**config.mk**
```make
export PLATFORM = sky130hd
export DESIGN_NAME = data_sram_responder_flat
export DESIGN_NICKNAME = d
export VERILOG_FILES = /design/src/rtl/data_sram_responder_pkg.sv /design/src/rtl/data_sram_responder_if.sv /design/src/rtl/data_sram_responder_lane_align.sv /design/src/rtl/data_sram_responder.sv /design/src/flat_wrapper.sv
export SDC_FILE = /design/constraint.sdc
export NUM_CORES = 1
export LEC_CHECK = 0
export CORE_ASPECT_RATIO = 0.7
export CORE_MARGIN = 2
export CORE_UTILIZATION = 45
export CTS_CLUSTER_DIAMETER = 150
export DETAILED_ROUTE_END_ITERATION = 16
export MAX_ROUTING_LAYER = met4
export PLACE_DENSITY = 0.81
export SLEW_MARGIN = 40
export SYNTH_ARGS = -nofsm -noshare
export SYNTH_HDL_FRONTEND = slang
export SYNTH_SLANG_ARGS = --single-unit
```
**constraint.sdc**
```tcl
create_clock -name clk -period 3.4 [get_ports clk]
set_input_delay 0.68 -clock clk [delete_from_list [all_inputs] [get_ports clk]]
set_output_delay 0.68 -clock clk [all_outputs]
set_load 0.05 [all_outputs]
```
**src/rtl/data_sram_responder_pkg.sv**
```systemverilog
// Shared types and helpers for the CPU data-memory responder.
// Byte-lane and alignment rules live here so every user agrees.
package mem_if_pkg;

  typedef enum logic [1:0] {
    IDLE,
    SETUP,
    ACCESS,
    DONE
  } state_t;

  localparam logic [1:0] SIZE_WORD = 2'b00;
  localparam logic [1:0] SIZE_HALF = 2'b01;
  localparam logic [1:0] SIZE_BYTE = 2'b10;

  function automatic logic [3:0] be_n_of(
    input logic [1:0] size,
    input logic [1:0] a
  );
    logic [3:0] be;
    be = 4'hF;
    unique case (1'b1)
      size == SIZE_WORD: be = 4'h0;
      size == SIZE_HALF: be = a[1] ? 4'b0011 : 4'b1100;
      size == SIZE_BYTE: be = ~(4'b0001 << a);
      default:           be = 4'hF;
    endcase
    return be;
  endfunction

  function automatic logic misaligned(
    input logic [1:0] size,
    input logic [1:0] a
  );
    logic m;
    m = 1'b1;
    unique case (1'b1)
      size == SIZE_WORD: m = (a != 2'b00);
      size == SIZE_HALF: m = a[0];
      size == SIZE_BYTE: m = 1'b0;
      default:           m = 1'b1;
    endcase
    return m;
  endfunction

endpackage

```
**src/rtl/data_sram_responder_if.sv**
```systemverilog
// CPU-side load/store request/ack bundle between MEM stage and responder.
// The CPU is the master, the SRAM responder is the slave.
interface data_sram_responder_if;
  logic        req;
  logic        we;
  logic [1:0]  size;
  logic        sext;
  logic [31:0] addr;
  logic [31:0] wdata;
  logic        ack;
  logic        err;
  logic [31:0] rdata;
  logic        stall;

  modport master (
    output req, we, size, sext, addr, wdata,
    input  ack, err, rdata, stall
  );

  modport slave (
    input  req, we, size, sext, addr, wdata,
    output ack, err, rdata, stall
  );
endinterface

```
**src/rtl/data_sram_responder_lane_align.sv**
```systemverilog
// Combinational byte-lane steering: store replication, byte enables,
// load lane extraction with sign/zero extension.
module lane_align
  import mem_if_pkg::*;
(
  input  logic [1:0]  size,
  input  logic [1:0]  addr_lo,
  input  logic        sext,
  input  logic [31:0] wdata,
  input  logic [31:0] dq_i,
  output logic [3:0]  be_n,
  output logic [31:0] dq_o,
  output logic [31:0] ld_data,
  output logic        mis
);

  logic [31:0] sh;

  assign be_n = be_n_of(size, addr_lo);
  assign mis  = misaligned(size, addr_lo);
  assign sh   = dq_i >> {addr_lo, 3'b000};

  always_comb begin
    dq_o    = wdata;
    ld_data = dq_i;
    unique case (1'b1)
      size == SIZE_HALF: begin
        dq_o    = {2{wdata[15:0]}};
        ld_data = {{16{sext & sh[15]}}, sh[15:0]};
      end
      size == SIZE_BYTE: begin
        dq_o    = {4{wdata[7:0]}};
        ld_data = {{24{sext & sh[7]}}, sh[7:0]};
      end
      default: begin
        dq_o    = wdata;
        ld_data = dq_i;
      end
    endcase
  end

endmodule

```
**src/rtl/data_sram_responder.sv**
```systemverilog
// Data-memory responder: runs MEM-stage loads/stores against async SRAM
// with a programmable access phase; all SRAM controls are registered.
module data_sram_responder
  import mem_if_pkg::*;
#(
  parameter int WAIT_CYCLES = 2,
  parameter int SRAM_AW     = 20
) (
  input  logic               clk,
  input  logic               rst,
  data_sram_responder_if.slave bus,
  output logic [SRAM_AW-1:0] sram_addr,
  output logic               sram_ce_n,
  output logic               sram_oe_n,
  output logic               sram_we_n,
  output logic [3:0]         sram_be_n,
  output logic [31:0]        sram_dq_o,
  output logic               sram_dq_oe,
  input  logic [31:0]        sram_dq_i
);

  state_t      state;
  logic [3:0]  cnt;
  logic        we_q;
  logic        sext_q;
  logic [1:0]  size_q;
  logic [1:0]  addr_lo_q;
  logic        ack_q;
  logic        err_q;
  logic [31:0] rdata_q;

  logic        idle;
  logic [1:0]  sel_size;
  logic [1:0]  sel_lo;
  logic        sel_sext;
  logic [3:0]  be_n;
  logic [31:0] dq_o;
  logic [31:0] ld_data;
  logic        mis;
  logic        unused_addr;

  // In IDLE the lane logic looks at the live request; afterwards at the capture
  assign idle     = (state == IDLE);
  assign sel_size = idle ? bus.size : size_q;
  assign sel_lo   = idle ? bus.addr[1:0] : addr_lo_q;
  assign sel_sext = idle ? bus.sext : sext_q;

  assign unused_addr = ^bus.addr[31:SRAM_AW+2];

  lane_align u_lane (
    .size    (sel_size),
    .addr_lo (sel_lo),
    .sext    (sel_sext),
    .wdata   (bus.wdata),
    .dq_i    (sram_dq_i),
    .be_n    (be_n),
    .dq_o    (dq_o),
    .ld_data (ld_data),
    .mis     (mis)
  );

  assign bus.ack   = ack_q;
  assign bus.err   = err_q;
  assign bus.rdata = rdata_q;
  assign bus.stall = bus.req & ~ack_q;

  always_ff @(posedge clk or negedge rst) begin
    if (!rst) begin
      state      <= IDLE;
      cnt        <= '0;
      we_q       <= 1'b0;
      sext_q     <= 1'b0;
      size_q     <= SIZE_WORD;
      addr_lo_q  <= 2'b00;
      ack_q      <= 1'b0;
      err_q      <= 1'b0;
      rdata_q    <= '0;
      sram_addr  <= '0;
      sram_ce_n  <= 1'b1;
      sram_oe_n  <= 1'b1;
      sram_we_n  <= 1'b1;
      sram_be_n  <= 4'hF;
      sram_dq_o  <= '0;
      sram_dq_oe <= 1'b0;
    end else begin
      unique case (state)
        IDLE: begin
          if (bus.req) begin
            we_q      <= bus.we;
            sext_q    <= bus.sext;
            size_q    <= bus.size;
            addr_lo_q <= bus.addr[1:0];
            if (mis) begin
              state <= DONE;
              ack_q <= 1'b1;
              err_q <= 1'b1;
            end else begin
              state     <= SETUP;
              sram_ce_n <= 1'b0;
              sram_addr <= bus.addr[SRAM_AW+1:2];
              sram_be_n <= be_n;
              if (bus.we) begin
                sram_dq_oe <= 1'b1;
                sram_dq_o  <= dq_o;
              end else begin
                sram_oe_n <= 1'b0;
              end
            end
          end
        end
        SETUP: begin
          state <= ACCESS;
          cnt   <= 4'(WAIT_CYCLES - 1);
          if (we_q) sram_we_n <= 1'b0;
        end
        ACCESS: begin
          if (cnt == 4'd0) begin
            state     <= DONE;
            ack_q     <= 1'b1;
            sram_we_n <= 1'b1;
            sram_ce_n <= 1'b1;
            sram_oe_n <= 1'b1;
            if (!we_q) rdata_q <= ld_data;
          end else begin
            cnt <= cnt - 4'd1;
          end
        end
        DONE: begin
          // dq_oe was held through DONE for write hold time
          state      <= IDLE;
          ack_q      <= 1'b0;
          err_q      <= 1'b0;
          sram_dq_oe <= 1'b0;
          sram_be_n  <= 4'hF;
        end
        default: state <= IDLE;
      endcase
    end
  end

endmodule
```
**src/flat_wrapper.sv**
```systemverilog
// flat-port wrapper written by rule: the top's interface ports become plain ports
module data_sram_responder_flat import mem_if_pkg::*;
#(
  parameter int WAIT_CYCLES = 2,
  parameter int SRAM_AW     = 20
)
  (clk, rst, sram_addr, sram_ce_n, sram_oe_n, sram_we_n, sram_be_n, sram_dq_o, sram_dq_oe, sram_dq_i, bus_req, bus_we, bus_size, bus_sext, bus_addr, bus_wdata, bus_ack, bus_err, bus_rdata, bus_stall);
  data_sram_responder_if bus_i ();
  input  logic clk;
  input  logic rst;
  output logic [SRAM_AW-1:0] sram_addr;
  output logic sram_ce_n;
  output logic sram_oe_n;
  output logic sram_we_n;
  output logic [3:0] sram_be_n;
  output logic [31:0] sram_dq_o;
  output logic sram_dq_oe;
  input  logic [31:0] sram_dq_i;
  input wire logic [$bits(bus_i.req)-1:0] bus_req;
  input wire logic [$bits(bus_i.we)-1:0] bus_we;
  input wire logic [$bits(bus_i.size)-1:0] bus_size;
  input wire logic [$bits(bus_i.sext)-1:0] bus_sext;
  input wire logic [$bits(bus_i.addr)-1:0] bus_addr;
  input wire logic [$bits(bus_i.wdata)-1:0] bus_wdata;
  output wire logic [$bits(bus_i.ack)-1:0] bus_ack;
  output wire logic [$bits(bus_i.err)-1:0] bus_err;
  output wire logic [$bits(bus_i.rdata)-1:0] bus_rdata;
  output wire logic [$bits(bus_i.stall)-1:0] bus_stall;
  assign bus_i.req = bus_req;
  assign bus_i.we = bus_we;
  assign bus_i.size = bus_size;
  assign bus_i.sext = bus_sext;
  assign bus_i.addr = bus_addr;
  assign bus_i.wdata = bus_wdata;
  assign bus_ack = bus_i.ack;
  assign bus_err = bus_i.err;
  assign bus_rdata = bus_i.rdata;
  assign bus_stall = bus_i.stall;
  data_sram_responder #(.WAIT_CYCLES(WAIT_CYCLES), .SRAM_AW(SRAM_AW)) u_core (.clk(clk), .rst(rst), .bus(bus_i), .sram_addr(sram_addr), .sram_ce_n(sram_ce_n), .sram_oe_n(sram_oe_n), .sram_we_n(sram_we_n), .sram_be_n(sram_be_n), .sram_dq_o(sram_dq_o), .sram_dq_oe(sram_dq_oe), .sram_dq_i(sram_dq_i));
endmodule
```
==> results.cfg <==
[logic_synthesis]
syn_nets = 679
yosysWarnings = 0
yosysTopAreaCell = dfrtp_1
yosysSeqAreaShare_pct = 48.5
synth-seq-cells = 106
synth-edff-count = 0
synth-async-reset-ratio_pct = 100
yosys.cell_types.count = 52
synth_area_leaders = dfrtp_1 (45%), mux2_2 (6.8%), o21ai_0 (6.2%), a21oi_1 (4.5%), nand2_1 (4.4%)
synthCells = 568
synth.avg_cell_area_um2 = 9.66
synth_area_um2 = 5490
synth_top_area_share_pct = 45.2
synth_flop_cell = dfrtp_1

[hold_path]
min_path_type = in -> async

[sta]
hold_viol = 0
fin_skew_ps = 6.08
whs_ps = 314
fin_crit_sh_pct = 86.7
period_needed_ps = 2950
worst_pin_slew_ps = 655
max_freq_mhz = 339
rsz0062_at_grt = no
setup_violations = 0
tns_ps = 0
slew_headroom_pct = 56.3
drv_slew = 0

[place]
place_congestion = 0.931
placedCellCount = 882
port_buffers = 187
dp_hpwl_um = 12100

[worst_setup_path]
endpoint_kind = register
cpMaxStageDelayCell = ha_1
cp_max_fo = 12
crit_required_ps = 3620
critPathKind = reg -> reg
worstSetupStartpointType = register
arrival_ps = 3170
r2r_slack_ps = 450
crit_chain = inv_1 -> ha_1 -> nor2b_1 -> a21o_1 -> inv_1 -> ha_1 -> buf_4 -> a21oi_1 -> a221oi_1 -> a21oi_1 -> o21ai_0
critPathBufInv = 3
critPathTopFamily = compound AO/OA/AOI/OAI gates
slowest_delay_ps = 430

[cts]
cts.repair.resized = 0
insertion_delay_ps = 350
htree_levels = 3
tritoncts = built
cts_root_buf = clkbuf_16
holdBufCountCts = 0
clk_pin_slew_ps = 70
cts.sinks = 106
cts_buffers = 9
cts_setup_buffers = 0
clockBufferDepth = 2

[floorplan]
coreArea_um2 = 11800
die_w_um = 136
die_area_um2 = 13100
pin_count = 198
initial_utilization_pct = 46.5
die_y_um = 96.4
row_count = 33

[layout]
num-fill-cells = 925
layout_common_cells = clkdlybuf4s50_1 (185), dfrtp_1 (99), o21ai_0 (68)
antenna_cells = 0
finalNonFillerCells = 898
area_growth_pct = 41.6
layout-drive-gt1-share_pct = 11.9
nNetsFinal = 847
final_common_cell = clkdlybuf4s50_1

[global_routing]
grt_max_degree = 67
antenna_found_initial = 0
grt_usage_pct = 26.2
grt-ovfl-total = 0
grt_pass1_vias = 4996
grt_pass1_wl_um = 25900

[run]
max-cap-violations = 0

[detailed_routing]
wl_per_cell_um = 18.4
drc = 0
vias = 5156
drt_pass1_iterations = 5
drt_iter0_drc = 450
ant_nets = 0
via_per_inst = 5.74
routed_wl_um = 16500

[outcome]
status = complete, no violations
-- stage by stage --
step / setup slack [ps] / cell area, µm² / util (%)
after floorplan: 390 / 5490 / -
after global placement: 322 / 7470 / 63.2
after detailed placement: 206 / 7470 / 63.2
after CTS: 490 / 7760 / 65.7
after global routing: 285 / 7760 / 65.8
final: 453 / 7760 / 65.8
-- area by class of cell --
type                    instances  area [µm²]  share of cell area (%)
flip-flops and latches        106        2660                    34.3
multi-input cells             400        2560                    33.0
repair buffers                200        1980                    25.5
clock buffers                  10         229                    2.95
well taps                     157         196                    2.53
inverters                      19        71.3                   0.918
clock inverters                 6        66.3                   0.854
-- registers in the layout (all words and copies together), names as in the netlist --
name / count
u_core.bus.rdata: 32
u_core.sram_addr: 20
u_core.addr_lo_q: 2
u_core.size_q: 2
u_core.sram_oe_n: 1
u_core.sram_dq_o: 32
u_core.bus.err: 1
u_core.bus.ack: 1
u_core.sram_we_n: 1
u_core.cnt: 4
u_core.sram_be_n: 4
u_core.sram_dq_oe: 1
u_core.we_q: 1
u_core.sram_ce_n: 1
u_core.state: 2
u_core.sext_q: 1
-- cell usage after synthesis, drive strengths merged, types with 2 or more instances --
master,number
a21boi,3
a21o,4
a21oi,50
a221o,8
a221oi,5
a222oi,3
a22oi,9
a31oi,12
and3,10
buf,17
clkbuf,26
dfrtp,99
dfstp,7
ha,8
inv,19
mux2,35
mux2i,6
nand2,65
nand2b,5
nand3,18
nand3b,4
nor2,25
nor2b,8
nor3,4
nor3b,2
o211a,2
o211ai,7
o21ai,68
o22a,2
o22ai,17
or2,2
or3,6
or3b,3
-- final timing paths --
kind,endpoint,cells past startpoint,from
min in group clk,u_core.sram_dq_o[29]$_DFFE_PN0P_,2,u_core.sram_dq_o[29]$_DFFE_PN0P_
worst max register to register,u_core.bus.rdata[14]$_DFFE_PN0P_,11,u_core.state[0]$_DFFE_PN0P_
worst min-delay path,u_core.sram_dq_o[21]$_DFFE_PN0P_,1,rst
worst max-delay path,u_core.bus.rdata[14]$_DFFE_PN0P_,11,u_core.state[0]$_DFFE_PN0P_
max in group asynchronous,u_core.sram_ce_n$_DFFE_PN1P_,2,rst
worst min register to register,u_core.sram_dq_o[29]$_DFFE_PN0P_,2,u_core.sram_dq_o[29]$_DFFE_PN0P_
-- metal layers --
metal  vias to the layer above  global-route usage (%)  routed length [µm]
li1                       2385                       -                   -
met1                      2475                    36.2                7410
met2                       271                    39.4                7330
met3                        25                    6.52                1620
met4                         0                    5.73                 187
met5                         -                       -                   0
-- cells by family after synthesis --
logic type,count (synthesis),synth area share (%)
AOI/OAI and AO/OA,195,22.4
DFF,106,48.5
and+or+nand+nor,155,13.9
xor gates and xnor gates,1,0.160
adders and majority gates,8,1.82
buffers and inverters,62,4.86
muxes,41,8.42
Power is left out: the tool's default activity adds up to more than one toggle a clock period on the data nets, which glitch-free logic cannot reach.
